### config.mk
export PLATFORM = sky130hd
export DESIGN_NAME = alu_share_arbiter
export DESIGN_NICKNAME = d
export VERILOG_FILES = /design/src/rtl/alu_share_arbiter.sv
export SDC_FILE = /design/constraint.sdc
export NUM_CORES = 1
export LEC_CHECK = 0
export ABC_AREA = 0
export CORE_MARGIN = 10
export CORE_UTILIZATION = 39
export CTS_CLUSTER_DIAMETER = 60
export DETAILED_ROUTE_END_ITERATION = 8
export GPL_ROUTABILITY_DRIVEN = 0
export HOLD_SLACK_MARGIN = 0.1
export PLACE_DENSITY = 0.81
export SKIP_LAST_GASP = 1
export SLEW_MARGIN = 20
export SYNTH_ARGS = -nofsm -noshare
export SYNTH_HDL_FRONTEND = slang
export SYNTH_SLANG_ARGS = --single-unit
### constraint.sdc
create_clock -name clk -period 2.16 [get_ports clk]
set_clock_uncertainty 0.1 [all_clocks]
set_input_delay 0.432 -clock clk [delete_from_list [all_inputs] [get_ports clk]]
set_output_delay 0.432 -clock clk [all_outputs]
set_load 0.05 [all_outputs]
### src/rtl/alu_share_arbiter.sv
// Round-robin share of one combinational ALU between two requesters; accept at T, response valid at T+2.
// Only one operation is in flight; requesters see no ready until the response handshake for the current owner.
module alu_share_arbiter #(
  parameter int WIDTH   = 32,
  parameter int SELW    = 4,
  parameter int MAX_SEL = 2
) (
  input  logic             clk,
  input  logic             rst,
  input  logic             req0_valid,
  output logic             req0_ready,
  input  logic [WIDTH-1:0] req0_a,
  input  logic [WIDTH-1:0] req0_b,
  input  logic [SELW-1:0]  req0_sel,
  input  logic             req1_valid,
  output logic             req1_ready,
  input  logic [WIDTH-1:0] req1_a,
  input  logic [WIDTH-1:0] req1_b,
  input  logic [SELW-1:0]  req1_sel,
  output logic             resp0_valid,
  input  logic             resp0_ready,
  output logic             resp1_valid,
  input  logic             resp1_ready,
  output logic [WIDTH-1:0] resp_data,
  output logic             resp_cout,
  output logic             resp_z,
  output logic             resp_err,
  output logic [WIDTH-1:0] alu_a,
  output logic [WIDTH-1:0] alu_b,
  output logic [SELW-1:0]  alu_sel,
  input  logic [WIDTH-1:0] alu_out,
  input  logic             alu_cout,
  input  logic             alu_z
);

  typedef enum logic [1:0] {
    IDLE  = 2'd0,
    ISSUE = 2'd1,
    RESP  = 2'd2
  } state_t;

  localparam logic [SELW-1:0] MAX_SEL_W = SELW'(MAX_SEL);

  state_t state;
  state_t state_nxt;
  logic   prio;
  logic   owner;
  logic   gnt;
  logic   gnt_vld;
  logic   resp_hs;

  always_ff @(posedge clk) begin
    if (rst) begin
      state <= IDLE;
    end else begin
      state <= state_nxt;
    end
  end

  always_comb begin
    state_nxt   = state;
    gnt         = 1'b0;
    gnt_vld     = 1'b0;
    req0_ready  = 1'b0;
    req1_ready  = 1'b0;
    resp0_valid = 1'b0;
    resp1_valid = 1'b0;
    resp_hs     = 1'b0;
    case (state)
      IDLE: begin
        // Reset must block the accept so nothing is latched in that cycle.
        gnt_vld = !rst && (req0_valid || req1_valid);
        gnt     = (req0_valid && req1_valid) ? prio : req1_valid;
        if (gnt_vld) begin
          req0_ready = !gnt;
          req1_ready = gnt;
          state_nxt  = ISSUE;
        end
      end
      ISSUE: begin
        state_nxt = RESP;
      end
      RESP: begin
        resp0_valid = !owner;
        resp1_valid = owner;
        resp_hs     = owner ? resp1_ready : resp0_ready;
        if (resp_hs) begin
          state_nxt = IDLE;
        end
      end
      default: begin
        state_nxt = IDLE;
      end
    endcase
  end

  always_ff @(posedge clk) begin
    if (rst) begin
      prio      <= 1'b0;
      owner     <= 1'b0;
      alu_a     <= '0;
      alu_b     <= '0;
      alu_sel   <= '0;
      resp_data <= '0;
      resp_cout <= 1'b0;
      resp_z    <= 1'b0;
      resp_err  <= 1'b0;
    end else begin
      if (gnt_vld) begin
        owner   <= gnt;
        alu_a   <= gnt ? req1_a : req0_a;
        alu_b   <= gnt ? req1_b : req0_b;
        alu_sel <= gnt ? req1_sel : req0_sel;
      end
      // Illegal selects still reach the ALU; only the error flag records them.
      if (state == ISSUE) begin
        resp_data <= alu_out;
        resp_cout <= alu_cout;
        resp_z    <= alu_z;
        resp_err  <= (alu_sel > MAX_SEL_W);
      end
      if (resp_hs) begin
        prio <= ~owner;
      end
    end
  end

  a_one_ready: assert property (@(posedge clk) disable iff (rst) !(req0_ready && req1_ready));
  a_one_resp:  assert property (@(posedge clk) disable iff (rst) !(resp0_valid && resp1_valid));
  a_ready_idle: assert property (@(posedge clk) disable iff (rst)
                                 (req0_ready || req1_ready) |-> (state == IDLE));

endmodule

; ---- Word-level counts from Yosys, hierarchy flattened
; Cells that the tools add are included.
[totals]
word_cells = 41
inputBits = 176
output_inout_bits = 107
regBits = 107
[op_classes]
muxes = 17
eq_ne = 4
bitwise_logic = 1
reduce_logical = 8
order_cmp = 1
[op_table]
columns = op, n
row1 = $mux W32, 2
row2 = $mux W1, 11
row3 = $pmux W2 S3, 1
row4 = $gt A4 B2 Y1 const B, 1
row5 = $mux W2, 2
row6 = $mux W4, 1
row7 = $ne A2 B2 Y1 const B, 2
row8 = $logic_not A1 Y1, 3
row9 = $eq A2 B1 Y1 const B, 1
row10 = $eq A2 B2 Y1 const B, 1
row11 = $logic_and A1 B1 Y1, 2
row12 = $logic_not A2 Y1, 1
row13 = $reduce_and A2 Y1, 1
row14 = $logic_or A1 B1 Y1, 1
row15 = $not A1 Y1, 1

; ---- Logic depth before layout (Yosys ltp)
; Gate-level depths: netlist (run 1).
[logic_depth]
depth_word = 5
depth_mapped = 7
mapped_depth_nobuf = 3

; ---- Worst setup path after synthesis (run 1)
; Ideal clock, no wire load.
[synth_path]
kind = in2out
startpoint = in req1_valid
endpoint = out req0_ready
path_stages = 6
slack_ns = -0.605
path_buffers = 3
arrival_time_ns = 2.233
required_time_ns = 1.628
path_cell_list = buf_2 -> or2_1 -> buf_4 -> buf_2 -> nand2_1 -> nor3b_1
[synth_via]
elab_chain_len = 5
elab_cells_between_ends = 7
cone_classes = 3 x mux / 4 x reduce/logical
[synth_lines]
columns = item, line_no
row1 = start: declaration, 15  ; input logic req1_valid,
row2 = $logic_and A1 B1 Y1, 73  ; gnt = (req0_valid && req1_valid) ? prio : req1_valid;
row3 = $mux W1, 73
row4 = $logic_not A1 Y1, 75  ; req0_ready = !gnt;
row5 = $mux W1 *, 74  ; if (gnt_vld) begin
row6 = $mux W1 *, 69  ; case (state)
row7 = end: declaration, 11  ; output logic req0_ready,
; Every way passes the cells marked *; elsewhere a longest branch is shown, timed or not.

; ---- Worst setup path in the final report (run 1)
[layout_path]
startpoint = in req0_valid
endpoint = out req0_ready
[layout_via]
elab_chain_len = 5
elab_cells_between_ends = 7
cone_classes = 3 x mux / 4 x reduce/logical
[layout_lines]
columns = item, line_no
row1 = start: declaration, 10  ; input logic req0_valid,
row2 = $logic_and A1 B1 Y1, 73
row3 = $mux W1, 73
row4 = $logic_not A1 Y1, 75
row5 = $mux W1 *, 74
row6 = $mux W1 *, 69
; Marked as above.

==> metrics.md, run 1 <==
| Metric | Value |
|---|---|
| Die W | `134 um` |
| Shortest period the worst path allows | `2.16 ns` |
| Synthesis Warnings | `0` |
| Status | `finished clean` |
| Final setup violating endpoints | `0` |
| Cell row count | `a little over 40` |
| Power density over the cells | `793 mW/mm2` |
| Comb power frac | `38.8%` |
| Start of the worst register-to-register path | `state[1]` |
| Final Hold Vio Count | `0` |
| Post-DP Area | `0.00794 mm2` |
| Critical Path RT | `1.63 ns` |
| 1st-iter DRT viols | `460` |
| Avg Synthesized Cell Area | `8.41 um2` |
| CP max FO | `3` |
| Die H | `134 um` |
| Slew @ Worst Pin | `0.754 ns` |
| Wirelength, routed | `around 21000 um` |
| Overall Power | `6.55 mW` |
| Number of synthesized register bits | `107` |
| Hpwl dp | `15200 um` |
| Vias in the first global route | `5986` |
| Critical Path Start Type | `primary input` |
| Via count | `6016` |
| Reg area | `0.00214 mm2` |
| HP Start | `resp_data[22]` |
| Leak pwr | `2.81 nW` |
| RSZ-0062 raised after global routing | `yes` |
| Mean routed wirelength per cell | `21.3 um` |
| IO Count | `283` |
| CTS tree | `done` |
| Placed insts | `986` |
| Design area | `0.00826 mm2` |
| Clock Root Buffer | `clkbuf_16` |
| Synth Cell Area | `about 0.0051 mm2` |
| Sequential element share of the synthesized area | `42.4%` |
| Power share of the clock group | `about a quarter` |
| Post-CTS setup buffer count | `0` |
| Final Cycle Share | `roughly 100%` |
| Pint | `4.06 mW` |
| Syn Inst Count | `601` |
| Final worst setup slack | `0.00299 ns` |
| Final Net Count | `1001` |
| Cts hold-fix bufs | `0` |
| Async S/R FF share, synth | `0%` |
| Gr ovfl total | `0` |
| Die area | `0.0179 mm2` |
| Non-Filler Instances | `1003` |
| CTS clk-pin slew, worst paths | `around 0.070 ns` |
| Critical Path AT | `about 1.6 ns` |
| Multi-input gate area | `0.00253 mm2` |
| Filler cell count | `around 1000` |
| Worst hold slack | `0.354 ns` |
| Main synth FF type | `dfxtp_1` |
| Setup TNS | `0 ns` |
| Mapped Nets | `777` |
| H-tree levels | `3` |
| Post-layout util | `65.2%` |
| Max Cap Viol | `0` |
| Max-slew violation count | `0` |
| Pin count of the biggest net entering global routing | `138` |
| Distinct cells, synth | `26` |
| Initial antenna violation count | `2` |
| Switching Power | `2.49 mW` |
| Vias per cell | `6.00` |
| Layout cell share with drive strength beyond 1 | `6.87%` |
| Worst min path class | `reg2reg` |
| DRC Markers | `0` |
| Global-route wire length before repair | `32600 um` |
| Area Growth Syn to Fin | `63.4%` |
| Core area | `0.0127 mm2` |
| Pre-CTS setup slack | `-0.0450 ns` |
| Clock buffer depth | `2` |
| CP Launch Point | `req0_valid` |
| Crit end category | `output pin` |
| EDFF count, synth | `0` |
| DRT antenna net count | `0` |
| Clk Latency, worst-skew pair | `0.35 ns` |
| First-pass iteration count of the detailed router | `5` |
| Effective utilization at floorplan | `39.9%` |
| Critical path class | `in2out` |
| Port Buffers | `282` |
| CTS Buf Count | `9` |
| Worst vdd ir | `around 0.00038 V` |
| Gr usage total | `22.3%` |
| CTS Sinks | `107` |
| Fmax | `464 MHz` |
| Sw frac | `38.1%` |
| Sequential share of power | `between 30% and 40%` |
| Slew margin rel. | `49.8%` |
Yosys cell counts, drive strengths merged (2+ instances only):
master  number  area share (%)
clkbuf      37             2.7
a21oi      105              10
nor3         2            0.20
nor2b        2            0.25
o31ai       68              10
nor2         5            0.42
a311oi      68              12
nor3b        2            0.30
and3b        2            0.35
or2          2            0.25
nand3b       2            0.30
nand2       71             5.3
buf         52             5.8
nand4       68             8.4
nand2b       2            0.25
dfxtp      107              42
power groups by stage:
stage | clock network [mW] | registers, mW | logic, mW
3_5_place_dp | 0 | 2.36 | 2.54
4_1_cts | 1.72 | 2.32 | 2.54
2_1_floorplan | 0 | 3.07 | 0.825
6_report | 1.69 | 2.32 | 2.54
5_1_grt | 1.79 | 2.34 | 2.68
3_3_place_gp | 0 | 2.35 | 2.50
per-layer routing:
| metal | track usage (%) | part of all wire [%] | vias to the layer above |
|---|---|---|---|
| met5 | 0 | 0.061 | - |
| met4 | 8.77 | 3.0 | 2 |
| met1 | 24.6 | 38 | 2848 |
| met2 | 37.9 | 48 | 337 |
| li1 | - | - | 2787 |
| met3 | 8.44 | 11 | 42 |
worst paths after layout:
kind                                       to  slack (ns)  cells past startpoint
worst max register to register      alu_a[22]        0.33                      4
worst max-delay path               req0_ready       0.003                      5
worst min register to register  resp_data[22]        0.35                      2
worst min-delay path            resp_data[22]        0.35                      2
critical path, stage by stage:
cell             delay, ns
clkdlybuf4s50_1       0.47
or2_2                 0.14
nand2_1               0.16
nor3b_4               0.25
buf_12                0.17
layout by cell type, fill, tap and decap left out, types with 9 or more instances in the layout:
master / n
dfxtp_1: 107
a21oi_1: 105
a311oi_1: 68
clkdlybuf4s50_1: 272
buf_4: 19
o31ai_1: 68
nand2_1: 70
buf_12: 10
clkbuf_16: 9
nand4_1: 68
what timing repair did:
item	4_1_cts	5_1_grt
pin swaps	0	1
resized for setup	0	3
setup endpoints to repair	1	2
logic make-up (layout without fill, tap and decap cells):
kind of cell	count (synthesis)	count (layout)	synth area share [%]
multiplexers	1	1	0.198
AO/OA/AOI/OAI	244	244	32.7
buffers and inverters	90	319	8.66
other	0	1	0
AND/OR/NAND/NOR	159	159	16.1
flip-flops	107	107	42.4
layout make-up:
cell class,instances,share of cell area [%]
clock buffers,9,2.73
inverters,1,0.0454
clock inverters,7,0.939
repair buffers,302,37.2
multi-input cells,404,30.6
flip-flops and latches,107,25.9
diodes,1,0.0303
well taps,172,2.60
state kept, by name (all words and copies together), names as in the netlist:
signal and cells:
alu_sel 4, alu_a 32, alu_b 32, state 2
resp_z 1, resp_data 32, resp_err 1, resp_cout 1
owner 1, prio 1
No activity file was read; power rests on OpenSTA's default activity.
==> run 2, diff against run 1 <==
--- a/constraint.sdc
+++ b/constraint.sdc
@@ -3,3 +3,3 @@
 set_input_delay 0.432 -clock clk [delete_from_list [all_inputs] [get_ports clk]]
 set_output_delay 0.432 -clock clk [all_outputs]
-set_load 0.05 [all_outputs]
+set_load 0.005 [all_outputs]
==> run 2 against run 1 <==
  * Sequential share of layout area is essentially flat
  * Highest routed layer is now met4
  * Total power shrank 11%
  * Combinational power shrank 28%
  * Non-clock buffer count grew 2
==> metrics.md, run 2 (synthesis results as in run 1) <==
| Metric | Value |
|---|---|
| CTS Buf Count | `9` |
| CTS resizes | `5` |
| Gr usage total | `22.3%` |
| Port Buffers | `282` |
| Final setup violating endpoints | `0` |
| Slew @ Worst Pin | `~0.76 ns` |
| Slew margin rel. | `49.6%` |
| HP Start | `rst` |
| Worst min path class | `in2reg` |
| Leak pwr | `2.82 nW` |
| Cts hold-fix bufs | `0` |
| Filler cell count | `1053` |
| Fmax | `476 MHz` |
| CP Launch Point | `state[0]` |
| Gr ovfl total | `0` |
| Sequential share of power | `39.5%` |
| Core area | `0.0127 mm2` |
| Layout cell share with drive strength beyond 1 | `5.89%` |
| Max-slew violation count | `0` |
| Clock buffer depth | `2` |
| Comb power frac | `31.1%` |
| Commonest non-fill, non-tap cell in the layout | `clkdlybuf4s50_1` |
| Max Cap Viol | `0` |
| CTS Sinks | `~110` |
| Pre-CTS setup slack | `-0.335 ns` |
| CP max FO | `8` |
| Cell row count | `41` |
| Pin count of the biggest net entering global routing | `138` |
| IO Count | `around 280` |
| Wirelength, routed | `21300 um` |
| CP top delay family | `buffers and inverters` |
| Design area | `between 0.008 and 0.009 mm2` |
| CP max stage cell | `clkdlybuf4s50_1` |
| Critical Path Start Type | `flop` |
| Global-route wire length before repair | `32700 um` |
| First-pass iteration count of the detailed router | `5` |
| Crit end category | `output pin` |
| Initial antenna violation count | `0` |
| Worst vdd ir | `roughly 0.00034 V` |
| RSZ-0062 raised after global routing | `no` |
| Overall Power | `5.85 mW` |
| Critical Path RT | `1.63 ns` |
| Worst hold slack | `0.239 ns` |
| Sw frac | `30.4%` |
| Post-DP Area | `slightly below 0.008 mm2` |
| Die W | `134 um` |
| Effective utilization at floorplan | `39.9%` |
| Switching Power | `1.78 mW` |
| 1st-iter DRT viols | `560` |
| Final Net Count | `1003` |
| Area Growth Syn to Fin | `63.2%` |
| Setup TNS | `0 ns` |
| Post-CTS setup buffer count | `0` |
| Vias per cell | `around 6.0` |
| Hpwl dp | `15100 um` |
| Multi-input gate area | `approximately 0.0025 mm2` |
| Via count | `6018` |
| Final Cycle Share | `between 90% and 100%` |
| Shortest period the worst path allows | `2.10 ns` |
| Worst Path Buf+Inv | `2` |
| Status | `finished clean` |
| CTS tree | `done` |
| Clk Latency, worst-skew pair | `0.35 ns` |
| Number of inserted diodes | `0` |
| Final worst setup slack | `slightly below 0.06 ns` |
| Mean routed wirelength per cell | `approximately 21 um` |
| Pint | `4.07 mW` |
| Die area | `0.0179 mm2` |
| Top Registers | `alu_a (32), alu_b (32), resp_data (32)` |
| Most frequent cells in the layout | `clkdlybuf4s50_1, dfxtp_1, a21oi_1, nand2_1` |
| DRT antenna net count | `0` |
| Clock Root Buffer | `clkbuf_16` |
| Critical path class | `reg2out` |
| Die H | `~130 um` |
| CTS clk-pin slew, worst paths | `0.07 ns` |
| Reg area | `roughly 0.0021 mm2` |
| DRC Markers | `0` |
| Critical Path AT | `1.57 ns` |
| Slowest Stage Delay on Critical Path | `~0.52 ns` |
| H-tree levels | `3` |
| Power share of the clock group | `29.3%` |
| Vias in the first global route | `between 5000 and 6000` |
| CP cell instances | `buf_4 -> and3b_1 -> clkdlybuf4s50_1` |
| Power density over the cells | `slightly above 700 mW/mm2` |
| Start of the worst register-to-register path | `state[1]` |
| Final Hold Vio Count | `0` |
[run 2: cell types whose count changed in the layout (fill, tap and decap cells not counted), moves of 3 or more]
cell | previous run | this run
clkdlybuf4s50_1 | 272 | 276
buf_4 | 19 | 15
clkinvlp_4 | 3 | 0
dlygate4sd2_1 | 0 | 4
[run 2: per-layer routing]
layer | routed length [um] | vias up | GRT usage, % | share of wire (%)
met3 | 1880 | 44 | 6.91 | 8.9
met2 | 10200 | 304 | 36.7 | 48
met4 | 631 | 0 | 9.01 | 3.0
li1 | - | 2791 | - | -
met5 | 0 | - | 0 | 0
met1 | 8560 | 2879 | 26.4 | 40
[run 2: power by group through the flow]
stage,logic (mW),clock network (mW),registers [mW]
after floorplan,0.808,0,2.36
final,1.82,1.72,2.31
after global placement,1.79,0,2.34
after detailed placement,1.83,0,2.36
after global routing,1.96,1.84,2.34
after CTS,1.83,1.77,2.31
[run 2: final timing paths]
check / to / slack, ns / depth (start not counted)
max: resp1_valid / 0.06 / 3
min: prio / 0.24 / 2
max reg2reg: alu_a[15] / 0.16 / 5
min reg2reg: resp_z / 0.36 / 2
[run 2: worst register-to-register path, cell delays in order (launching register included)]
cell	delay, ns
dfxtp_1	0.34
buf_4	0.17
or2_2	0.52
buf_12	0.26
o31ai_1	0.34
a311oi_1	0.14
[run 2: cell type report]
| type | instances | share of cell area, % |
|---|---|---|
| Timing Repair Buffer | 304 | 37.3 |
| Multi-Input combinational cell | 404 | 30.4 |
| Sequential cell | 107 | 26.0 |
| Clock buffer | 9 | 2.73 |
| Tap cell | 172 | 2.61 |
| Clock inverter | 7 | 1.03 |
| Inverter | 1 | 0.0455 |
[run 2: stage by stage]
step / utilization, % / instances
after global routing: 65.1 / 1004
final: 65.1 / 1004
after detailed placement: 62.7 / 988
after CTS: 65.1 / 1004
after floorplan: - / 601
after global placement: 62.7 / 988
==> run 3, diff against run 2 <==
CORE_UTILIZATION = 31   (was 39)
PLACE_DENSITY = 0.7   (was 0.81)
SLEW_MARGIN = not set   (was 20)
clock period = 1.9 ns   (was 2.16 ns; I/O delays follow)
==> run 3 against run 2 <==
  * Largest power group unchanged
  * Die area grew 22%
  * Critical path type unchanged
  * Sequential share of layout area decreased by 0.90 points
  * First-iteration DRC count shrank 45%
  * Count of clock-buffer cells in the layout did not move
==> metrics.md, run 3 (synthesis results as in run 1) <==
| Metric | Value |
|---|---|
| Leak pwr | `2.95 nW` |
| Pin count of the biggest net entering global routing | `97` |
| Critical Path Start Type | `flop` |
| Critical Path AT | `1.33 ns` |
| Slew margin rel. | `47.1%` |
| Layout cell share with drive strength beyond 1 | `9.11%` |
| Most frequent cells in the layout | `clkdlybuf4s50_1, dfxtp_1, a21oi_1, nand2_1` |
| Worst min path class | `in2reg` |
| Post-layout util | `between 50% and 60%` |
| Final Cycle Share | `95.5%` |
| Status | `finished clean` |
| Clk Latency, worst-skew pair | `approximately 0.34 ns` |
| R2R Path End | `alu_b[16]` |
| Non-Filler Instances | `1073` |
| R2r worst-path depth | `6` |
| Mean routed wirelength per cell | `between 20 and 25 um` |
| First-pass iteration count of the detailed router | `4` |
| Slew @ Worst Pin | `roughly 0.79 ns` |
| Wirelength, routed | `21900 um` |
| Max-slew violation count | `0` |
| Initial antenna violation count | `1` |
| Filler cell count | `1490` |
| Final Hold Vio Count | `0` |
| Final Net Count | `1027` |
| Start of the worst register-to-register path | `state[1]` |
| Final worst setup slack | `roughly 0.085 ns` |
| Cell row count | `46` |
| Global-route wire length before repair | `33600 um` |
| Worst setup endpoint | `resp1_valid` |
| IO Count | `283` |
| Critical path class | `reg2out` |
| Critical Path RT | `between 1 and 1.5 ns` |
| Die H | `between 100 and 150 um` |
| Gr usage total | `18.9%` |
| Worst hold slack | `0.346 ns` |
| Gr ovfl total | `0` |
| Crit end category | `output pin` |
| CTS Sinks | `107` |
| Vias in the first global route | `5768` |
| Via count | `5853` |
| Post-CTS setup buffer count | `0` |
| Clock buffer depth | `2` |
| Setup TNS | `0 ns` |
| Shortest period the worst path allows | `1.81 ns` |
| Reg2Reg Setup Slack | `0.09 ns` |
| Area Growth Syn to Fin | `69.2%` |
| Max Cap Viol | `0` |
| H-tree levels | `3` |
| Die area | `0.0218 mm2` |
| Design area | `0.00855 mm2` |
| 1st-iter DRT viols | `between 300 and 400` |
| RSZ-0062 raised after global routing | `no` |
| Pre-CTS setup slack | `-0.447 ns` |
| CP Launch Point | `state[0]` |
| Final setup violating endpoints | `0` |
| Die W | `148 um` |
| Cts hold-fix bufs | `0` |
| DRT antenna net count | `0` |
| Commonest non-fill, non-tap cell in the layout | `clkdlybuf4s50_1` |
| CP max FO | `8` |
| CTS tree | `done` |
| Placed insts | `1056` |
| CTS clk-pin slew, worst paths | `0.07 ns` |
| DRC Markers | `0` |
| Overall Power | `approximately 6.8 mW` |
| Post-DP Area | `0.00824 mm2` |
| Fmax | `551 MHz` |
| Core area | `0.0159 mm2` |
| Power density over the cells | `between 700 and 800 mW/mm2` |
| Top Registers | `alu_a (32), alu_b (32), resp_data (32)` |
| Vias per cell | `around 5.5` |
| Hpwl dp | `15300 um` |
| CTS Buf Count | `9` |
| Clock Root Buffer | `clkbuf_16` |
| Worst vdd ir | `between 0.0004 and 0.0005 V` |
| Port Buffers | `282` |
| Effective utilization at floorplan | `between 30% and 40%` |
## run 3: cell count changes in the layout (fill, tap and decap cells not counted), moves of 2 or more
cell,previous run,this run
clkinv_4,3,1
buf_12,8,13
clkbuf_2,0,2
clkinvlp_4,0,2
buf_4,15,34
## run 3: worst max-delay path, cell delays in order, from the launching register on
cell and delay [ns]:
dfxtp_1 0.38, buf_4 0.17, and3b_1 0.17, dlygate4sd2_1 0.28
## run 3: repair_timing
item	CTS	global route
cloned	0	0
setup endpoints to repair	72	2
gates resized for setup	8	5
## run 3: layout make-up
class | count | area (um2) | area share [%]
Antenna cell | 1 | 2.50 | 0.0293
Clock buffer | 9 | 225 | 2.63
Clock inverter | 7 | 85.1 | 0.995
Inverter | 1 | 3.75 | 0.0439
Multi-Input combinational cell | 404 | 2510 | 29.4
Sequential cell | 107 | 2140 | 25.1
Tap cell | 216 | 270 | 3.16
Timing Repair Buffer | 328 | 3310 | 38.7
## run 3: worst min-delay path by stage
stage	startpoint	endpoint	slack, ns	depth (start not counted)
floorplan	resp_cout	resp_cout	0.35	2
global placement	resp_cout	resp_cout	0.34	2
detailed placement	resp_data[0]	resp_data[0]	0.35	2
CTS	rst	resp_cout	0.31	3
global route	rst	resp_data[7]	0.34	3
finish	rst	resp_data[7]	0.35	3
## run 3: routing by layer
| metal | vias to the layer above | global-route usage (%) | part of all wire, % |
|---|---|---|---|
| li1 | 2847 | - | - |
| met1 | 2758 | 23.8 | 43 |
| met2 | 234 | 30.5 | 48 |
| met3 | 14 | 6.20 | 8.2 |
| met4 | 0 | 4.81 | 1.3 |
| met5 | - | 0 | 0 |
## run 3: power by group
part / leakage [nW] / internal [mW] / switching, mW / total [mW]
combinational: 1.92 / 1.19 / 1.02 / 2.21
sequential: 0.884 / 2.49 / 0.127 / 2.62
clock: 0.146 / 1.05 / 0.926 / 1.98
total: 2.95 / 4.73 / 2.07 / 6.80
